File: config.mk
export PLATFORM = sky130hd
export DESIGN_NAME = ram_word_bridge_flat
export DESIGN_NICKNAME = d
export VERILOG_FILES = /design/src/rtl/ram_word_bridge_pkg.sv /design/src/rtl/ram_word_bridge_if.sv /design/src/rtl/ram_word_bridge.sv /design/src/flat_wrapper.sv
export SDC_FILE = /design/constraint.sdc
export NUM_CORES = 1
export LEC_CHECK = 0
export BUFFER_PORTS_ARGS = -buffer_cell sky130_fd_sc_hd__buf_2
export CAP_MARGIN = 20
export CORE_MARGIN = 2
export CORE_UTILIZATION = 50
export CTS_CLUSTER_DIAMETER = 50
export DETAILED_ROUTE_END_ITERATION = 10
export GPL_ROUTABILITY_DRIVEN = 0
export PLACE_DENSITY = 0.85
export SYNTH_ARGS = -nofsm -noshare
export SYNTH_HDL_FRONTEND = slang
export SYNTH_SLANG_ARGS = --single-unit
File: constraint.sdc
create_clock -name clk -period 2.77 [get_ports clk]
set_clock_uncertainty 0.05 [all_clocks]
set_input_delay 0 -clock clk [delete_from_list [all_inputs] [get_ports clk]]
set_output_delay 0 -clock clk [all_outputs]
set_load 0.02 [all_outputs]
File: src/rtl/ram_word_bridge_pkg.sv
// rtl/ram_word_bridge_pkg.sv - shared widths, FSM states and byte-lane helper for ram_word_bridge
package ram_word_bridge_pkg;

  localparam int RAM_AW  = 15;
  localparam int WORD_AW = 14;

  typedef enum logic [1:0] {
    ST_IDLE = 2'd0,
    ST_B0   = 2'd1,
    ST_B1   = 2'd2,
    ST_DONE = 2'd3
  } state_t;

  // Even byte lives in the high half of the word when big-endian.
  function automatic logic [7:0] lane_byte(input logic [15:0] word, input logic odd,
                                           input logic big_endian);
    return (odd ^ big_endian) ? word[15:8] : word[7:0];
  endfunction

endpackage

File: src/rtl/ram_word_bridge_if.sv
// rtl/ram_word_bridge_if.sv - CPU word port, video byte port and RAM pins of ram_word_bridge
interface ram_word_bridge_if;
  import ram_word_bridge_pkg::*;

  logic               req;
  logic               we;
  logic [WORD_AW-1:0] addr;
  logic [1:0]         be;
  logic [15:0]        wdata;
  logic [15:0]        rdata;
  logic               ack;
  logic               busy;

  logic               vid_req;
  logic [RAM_AW-1:0]  vid_addr;
  logic [7:0]         vid_data;
  logic               vid_ack;

  logic               ram_en;
  logic               ram_wr;
  logic [RAM_AW-1:0]  ram_addr;
  logic [7:0]         ram_din;
  logic [7:0]         ram_dout;

  modport slave (
    input  req, we, addr, be, wdata,
    output rdata, ack, busy,
    input  vid_req, vid_addr,
    output vid_data, vid_ack,
    output ram_en, ram_wr, ram_addr, ram_din,
    input  ram_dout
  );

  modport master (
    output req, we, addr, be, wdata,
    input  rdata, ack, busy,
    output vid_req, vid_addr,
    input  vid_data, vid_ack,
    input  ram_en, ram_wr, ram_addr, ram_din,
    output ram_dout
  );

endinterface

File: src/rtl/ram_word_bridge.sv
// rtl/ram_word_bridge.sv - splits 16-bit CPU word accesses into two byte RAM cycles,
// with a video byte-read port that always wins the RAM pins.
module ram_word_bridge
  import ram_word_bridge_pkg::*;
#(
  parameter bit BIG_ENDIAN = 1'b1
) (
  input  logic               clk,
  input  logic               rst_n,
  ram_word_bridge_if.slave   bus
);

  state_t             state;
  state_t             state_next;
  logic               we_q;
  logic [WORD_AW-1:0] addr_q;
  logic [1:0]         be_q;
  logic [15:0]        wdata_q;
  logic [15:0]        rdata_q;

  logic               lane;
  logic               cpu_access;
  logic               ram_en;
  logic               ram_wr;
  logic [RAM_AW-1:0]  ram_addr;
  logic [7:0]         ram_din;

  assign lane       = (state == ST_B1);
  assign cpu_access = ((state == ST_B0) || (state == ST_B1)) && !bus.vid_req;

  always_ff @(posedge clk or negedge rst_n) begin
    if (!rst_n) begin
      state   <= ST_IDLE;
      we_q    <= 1'b0;
      addr_q  <= '0;
      be_q    <= 2'b00;
      wdata_q <= 16'h0000;
      rdata_q <= 16'h0000;
    end else begin
      state <= state_next;
      if ((state == ST_IDLE) && bus.req) begin
        we_q    <= bus.we;
        addr_q  <= bus.addr;
        be_q    <= bus.be;
        wdata_q <= bus.wdata;
      end
      if (cpu_access && !we_q) begin
        if (lane ^ BIG_ENDIAN) rdata_q[15:8] <= bus.ram_dout;
        else                   rdata_q[7:0]  <= bus.ram_dout;
      end
    end
  end

  // Byte states only advance on cycles the RAM actually served the CPU.
  always_comb begin
    state_next = state;
    case (state)
      ST_IDLE: if (bus.req)      state_next = ST_B0;
      ST_B0:   if (!bus.vid_req) state_next = ST_B1;
      ST_B1:   if (!bus.vid_req) state_next = ST_DONE;
      ST_DONE:                   state_next = ST_IDLE;
      default:                   state_next = ST_IDLE;
    endcase
  end

  always_comb begin
    ram_en   = 1'b0;
    ram_wr   = 1'b0;
    ram_addr = {addr_q, lane};
    ram_din  = lane_byte(wdata_q, lane, BIG_ENDIAN);
    if (bus.vid_req) begin
      ram_en   = 1'b1;
      ram_addr = bus.vid_addr;
    end else if (cpu_access) begin
      ram_en = 1'b1;
      ram_wr = we_q & be_q[lane];
    end
  end

  assign bus.ram_en   = ram_en;
  assign bus.ram_wr   = ram_wr;
  assign bus.ram_addr = ram_addr;
  assign bus.ram_din  = ram_din;

  assign bus.rdata    = rdata_q;
  assign bus.ack      = (state == ST_DONE);
  assign bus.busy     = (state != ST_IDLE);
  assign bus.vid_data = bus.ram_dout;
  assign bus.vid_ack  = bus.vid_req;

endmodule

File: src/flat_wrapper.sv
// flat-port wrapper written by rule: the top's interface ports become plain ports
module ram_word_bridge_flat import ram_word_bridge_pkg::*;
#(
  parameter bit BIG_ENDIAN = 1'b1
)
  (clk, rst_n, bus_req, bus_we, bus_addr, bus_be, bus_wdata, bus_rdata, bus_ack, bus_busy, bus_vid_req, bus_vid_addr, bus_vid_data, bus_vid_ack, bus_ram_en, bus_ram_wr, bus_ram_addr, bus_ram_din, bus_ram_dout);
  ram_word_bridge_if bus_i ();
  input  logic clk;
  input  logic rst_n;
  input wire logic [$bits(bus_i.req)-1:0] bus_req;
  input wire logic [$bits(bus_i.we)-1:0] bus_we;
  input wire logic [$bits(bus_i.addr)-1:0] bus_addr;
  input wire logic [$bits(bus_i.be)-1:0] bus_be;
  input wire logic [$bits(bus_i.wdata)-1:0] bus_wdata;
  output wire logic [$bits(bus_i.rdata)-1:0] bus_rdata;
  output wire logic [$bits(bus_i.ack)-1:0] bus_ack;
  output wire logic [$bits(bus_i.busy)-1:0] bus_busy;
  input wire logic [$bits(bus_i.vid_req)-1:0] bus_vid_req;
  input wire logic [$bits(bus_i.vid_addr)-1:0] bus_vid_addr;
  output wire logic [$bits(bus_i.vid_data)-1:0] bus_vid_data;
  output wire logic [$bits(bus_i.vid_ack)-1:0] bus_vid_ack;
  output wire logic [$bits(bus_i.ram_en)-1:0] bus_ram_en;
  output wire logic [$bits(bus_i.ram_wr)-1:0] bus_ram_wr;
  output wire logic [$bits(bus_i.ram_addr)-1:0] bus_ram_addr;
  output wire logic [$bits(bus_i.ram_din)-1:0] bus_ram_din;
  input wire logic [$bits(bus_i.ram_dout)-1:0] bus_ram_dout;
  assign bus_i.req = bus_req;
  assign bus_i.we = bus_we;
  assign bus_i.addr = bus_addr;
  assign bus_i.be = bus_be;
  assign bus_i.wdata = bus_wdata;
  assign bus_rdata = bus_i.rdata;
  assign bus_ack = bus_i.ack;
  assign bus_busy = bus_i.busy;
  assign bus_i.vid_req = bus_vid_req;
  assign bus_i.vid_addr = bus_vid_addr;
  assign bus_vid_data = bus_i.vid_data;
  assign bus_vid_ack = bus_i.vid_ack;
  assign bus_ram_en = bus_i.ram_en;
  assign bus_ram_wr = bus_i.ram_wr;
  assign bus_ram_addr = bus_i.ram_addr;
  assign bus_ram_din = bus_i.ram_din;
  assign bus_i.ram_dout = bus_ram_dout;
  ram_word_bridge #(.BIG_ENDIAN(BIG_ENDIAN)) u_core (.clk(clk), .rst_n(rst_n), .bus(bus_i));
endmodule
Word-level counts from Yosys, hierarchy flattened

Cells that the tools add are included.

Logic and storage cells: 39
Flip-flop bits (word level): 51
Output and inout port bits: 52

Reduce and logical (&&, ||, !) cells: 11
Bitwise logic cells: 2
Magnitude comparators: 1
Eq/ne operators: 6
Mux-type cells: 12

Operators with widths:

| cell               | count |
|---|---|
| $mux 15            | 1 |
| $mux 8             | 1 |
| $pmux 2 s4         | 1 |
| $mux 1             | 6 |
| $mux 2             | 3 |
| $ne 2x2->1 const B | 3 |
| $eq 2x2->1 const B | 2 |
| $reduce_and 2->1   | 2 |
| $logic_and 1x1->1  | 3 |
| $reduce_and 3->1   | 1 |
| $eq 2x1->1 const B | 1 |
| $logic_not 1->1    | 2 |
| $logic_not 2->1    | 1 |
| $lt 1x2->1 const B | 1 |
| $reduce_bool 2->1  | 1 |
| $and 1x1->1        | 1 |
| $logic_or 1x1->1   | 1 |
| $not 1->1          | 1 |

Longest topological paths before layout

Depth in word-level cells: 6
Gate-level depth with buffers: 5

Worst setup path before layout

OpenSTA, ideal clock, no wires.

Path type: reg-to-reg
From: register u_core.state[1]
To: register u_core.rdata_q[0], in the netlist u_core.bus.rdata[0]
Slack: 1.029 ns
Buffers on the path: 0
Cell stages (with the launch flop): 6
Data required time: 2.595 ns
Data arrival time: 1.566 ns
Path through: dfrtp_1 > inv_1 > ha_1 > nand2b_4 > nor3b_4 > mux2_2

Longest elaborated chain between the ends: 5
Elaborated cells on any way between the ends: 6

Ends and longest elaborated chain:

| item                                            | line                                         | source |
|---|---|---|
| start: declaration                              | ram_word_bridge.sv:13                        | `state_t state;` |
| start signal: assignment                        | ram_word_bridge.sv:40                        | `state <= state_next;` |
| $eq 2x1->1 / $eq 2x2->1 (equally long branches) | ram_word_bridge.sv:29, ram_word_bridge.sv:28 |  |
| $logic_or 1x1->1                                | ram_word_bridge.sv:29                        | `assign cpu_access = ((state == ST_B0) \|\| (state == ST_B1)) && !bus.vid_req;` |
| $logic_and 1x1->1                               | ram_word_bridge.sv:29                        |  |
| $logic_and 1x1->1                               | ram_word_bridge.sv:47                        | `if (cpu_access && !we_q) begin` |
| $reduce_and 2->1 (no line) *                    | --                                           |  |
| end signal: assignment                          | ram_word_bridge.sv:49                        | `else rdata_q[7:0] <= bus.ram_dout;` |
| end: declaration                                | ram_word_bridge.sv:19                        | `logic [15:0] rdata_q;` |

Every way passes the cells marked *; elsewhere a longest branch is shown, timed or not.
A chain may end at the register's enable or synchronous reset.

Worst setup path after layout

From: register u_core.state[1]
To: register u_core.rdata_q[2], in the netlist u_core.bus.rdata[2]

The elaborated chain is that of the path after synthesis.

==> impl_results.md <==
* Status: finished, final reports clean
* CTS H-tree lvls at 2
* Worst slew pin tran at 608 ps
* Worst-path cell chain: inv_1 -> ha_1 -> nand2b_4 -> nor3b_4 -> mux2_2
* Synth area leader: dfrtp_1
* ANT nets after route at 0
* Mapped cell area at approximately 2400 sq um
* DIE AREA at ~5300 sq um
* Avg Synthesized Cell Area at 15.0 sq um
* Reg2reg path depth at 5
* Share of the synthesized area in the top cell type at 53.5%
* Rows at 25
* Via count at 1,776
* Setup crit start kind: register
* Number of buffers and inverters on the critical path at 1
* CP delay by family, top: simple AND/OR/NAND/NOR gates
* First-pass GRT wire length at roughly 8.3 mm
* Maximum clock path buffer count at 2
* End-of-flow core utilization at 74.5%
* CTS sink count at between 50 and 60
* First-pass detailed-route iteration total at 2
* Gr usage total at 20.4%
* Fillers at 296
* FMAX at 523 MHz
* Setup crit end kind: register
* Pin count of the biggest net entering global routing at 52
* Clk Latency, worst-skew pair at 300 ps
* Post-Route WL at 5.09 mm
* RSZ-0062 raised after global routing: false
* Via density at 4.91
* Worst-path clk slew at around 90 ps
* Seq/Total Area, Yosys at 53.5%
* Number of synthesized flops with an enable pin at 0
* Num CTS Buffers at 5
* Crit path arrival time at about 2000 ps
* Crit. Startpoint: u_core.state[1]
* DR iter-0 viols at 42
* Cell with the most instances after synthesis: mux2_2
* Endpoints failing setup at 0
* Worst flop-to-flop path endpoint: u_core.bus.rdata[2]
* Wire per inst at 14.1 microns
* IO Port Bufs at 111
* Total grt overflow at 0
* Die height at 73.1 microns
* Fin. Hold Viols at 0
* Post-CTS Setup Bufs at 0
* Power per Cell Area at 1030 nW/um^2
* Top post-synthesis cells by count: mux2_2 (73), dfrtp_1 (51), buf_4 (9), ha_1 (6), buf_2 (4)
* Worst relative slew slack at 59.5%
* Period utilization at about 69%
* Starting Density at between 50% and 60%
* M3 GR Usage at 5.11%
* Slowest CP cell: dfrtp_1
* Critical Path Sink: u_core.bus.rdata[2]
* Cells after Synth at 159
* Main flop type after synthesis: dfrtp_1
* Core outline area at 4660 sq um
* Number of max-cap violations at 0
* Met2 usage at 35.7%
* Worst EP required at slightly below 3000 ps
* CTS tree: yes
* Post-CTS sizing at 0
* Hold buffers post-CTS at between 40 and 50
* Final TNS setup at 0 ps
* Vias in the first global route at 1,800
* Top-level I/O count at 112
* Post-Syn Nets at 225
* Maximum vdd ir drop at 521 uV
* Layout area overhead at 45.4%
* Crit path max fanout at 8
* Met1 usage at 24.3%
* Total number of cells along the worst setup path at 5
* Final #Nets at 373
* FF-to-FF setup slack at 860 ps
* Leak Pwr at 1.69 nW
* Horiz. Die Dim at 73.1 microns
* Hold/Removal Path Class: primary input to register
* Critical path class: register to register
* R2r startpoint: u_core.state[1]
* Final Slew Violations at 0
* Initial antenna violation count at 0
* ANT cells at 0
* #FFs+latches synth at 51
* Asr flop ratio synth at 100%
* Share of layout cells above drive strength 1 at 64.3%
* Grt peak-use layer: met2
* Synth top area cells: dfrtp_1 (53%), mux2_2 (34%), ha_1 (3.1%)
* Root Buffer Master: clkbuf_8
* Max incr delay on CP at about 400 ps
* DRC at 0
* Final Critical Period at ~1900 ps
* Synth unique cells at 17
* Detailed Place HPWL at 3.34 mm
* Synth warnings at 0
[worst reg2reg max path, cell delays in order, from the launching register on]
cell and delay (ps):
dfrtp_1 410, inv_1 100, ha_1 360, nand2b_4 90, nor3b_4 390, mux2_2 390
[layout make-up]
cell class | count | area, sq um | area share, %
multi-input cells | 90 | 997 | 28.7
clock buffers | 8 | 100 | 2.88
inverters | 3 | 11.3 | 0.324
repair buffers | 156 | 1020 | 29.3
well taps | 54 | 67.6 | 1.95
flip-flops and latches | 51 | 1280 | 36.8
[cell families (layout without fill, tap and decap cells)]
| family | count (synthesis) | count (layout) | synth area share [%] |
|---|---|---|---|
| AND/OR/NAND/NOR | 7 | 7 | 2.94 |
| AO/OA/AOI/OAI | 2 | 2 | 0.419 |
| buffers and inverters | 18 | 167 | 4.77 |
| flip-flops | 51 | 51 | 53.5 |
| multiplexers | 75 | 75 | 35.3 |
| adder cells (fa/ha/maj) | 6 | 6 | 3.14 |
[per-layer routing]
metal | routed length, microns | part of all wire (%) | up-vias
li1 | - | - | 843
met1 | 2060 | 40 | 849
met2 | 2650 | 52 | 74
met3 | 306 | 6.0 | 10
met4 | 76 | 1.5 | 0
met5 | 0 | 0 | -
[where the power goes]
| group | internal [mW] | switching [mW] | total (mW) |
|---|---|---|---|
| clock | 0.228 | 0.226 | 0.454 |
| combinational | 0.876 | 0.900 | 1.78 |
| sequential | 1.13 | 0.204 | 1.33 |
[per-stage QoR]
| step | setup slack [ps] | power, mW | instance area (sq um) | hold slack [ps] | instances |
|---|---|---|---|---|---|
| finish | 858 | 3.56 | 3470 | 53.4 | 362 |
| global placement | 922 | 3.01 | 2920 | 181 | 311 |
| floorplan | 1030 | 2.57 | 2390 | -346 | 159 |
| global route | 711 | 3.80 | 3470 | 80.8 | 362 |
| CTS | 818 | 3.59 | 3440 | 44.3 | 361 |
| detailed placement | 838 | 3.08 | 2920 | 185 | 311 |
[cells in the final DEF (no fill, tap or decap)]
cell	n
ha_1	6
nor2_1	1
mux2i_1	2
clkbuf_1	1
or2_2	1
nor3b_1	1
dlygate4sd3_1	42
nor3_4	1
nand2b_4	1
buf_16	1
inv_1	3
buf_2	111
buf_4	2
dfrtp_1	51
clkbuf_8	7
nor3b_4	1
nand2_1	1
o21ai_0	2
mux2_2	73
[sequential cells by signal, indices dropped and copies added (netlist names)]
name / cells
u_core.addr_q: 14
u_core.be_q: 2
u_core.state: 2
u_core.we_q: 1
u_core.wdata_q: 16
u_core.bus.rdata: 16
[worst min path at each step]
stage | endpoint | depth (start not counted) | from
floorplan | u_core.addr_q[0] | 0 | rst_n
global placement | u_core.addr_q[6] | 2 | bus_addr[6]
detailed placement | u_core.addr_q[10] | 2 | bus_addr[10]
CTS | u_core.state[0] | 3 | bus_req
global route | u_core.state[0] | 3 | bus_req
finish | u_core.state[0] | 3 | bus_req
Note: power is estimated with default switching activity, not from simulation.
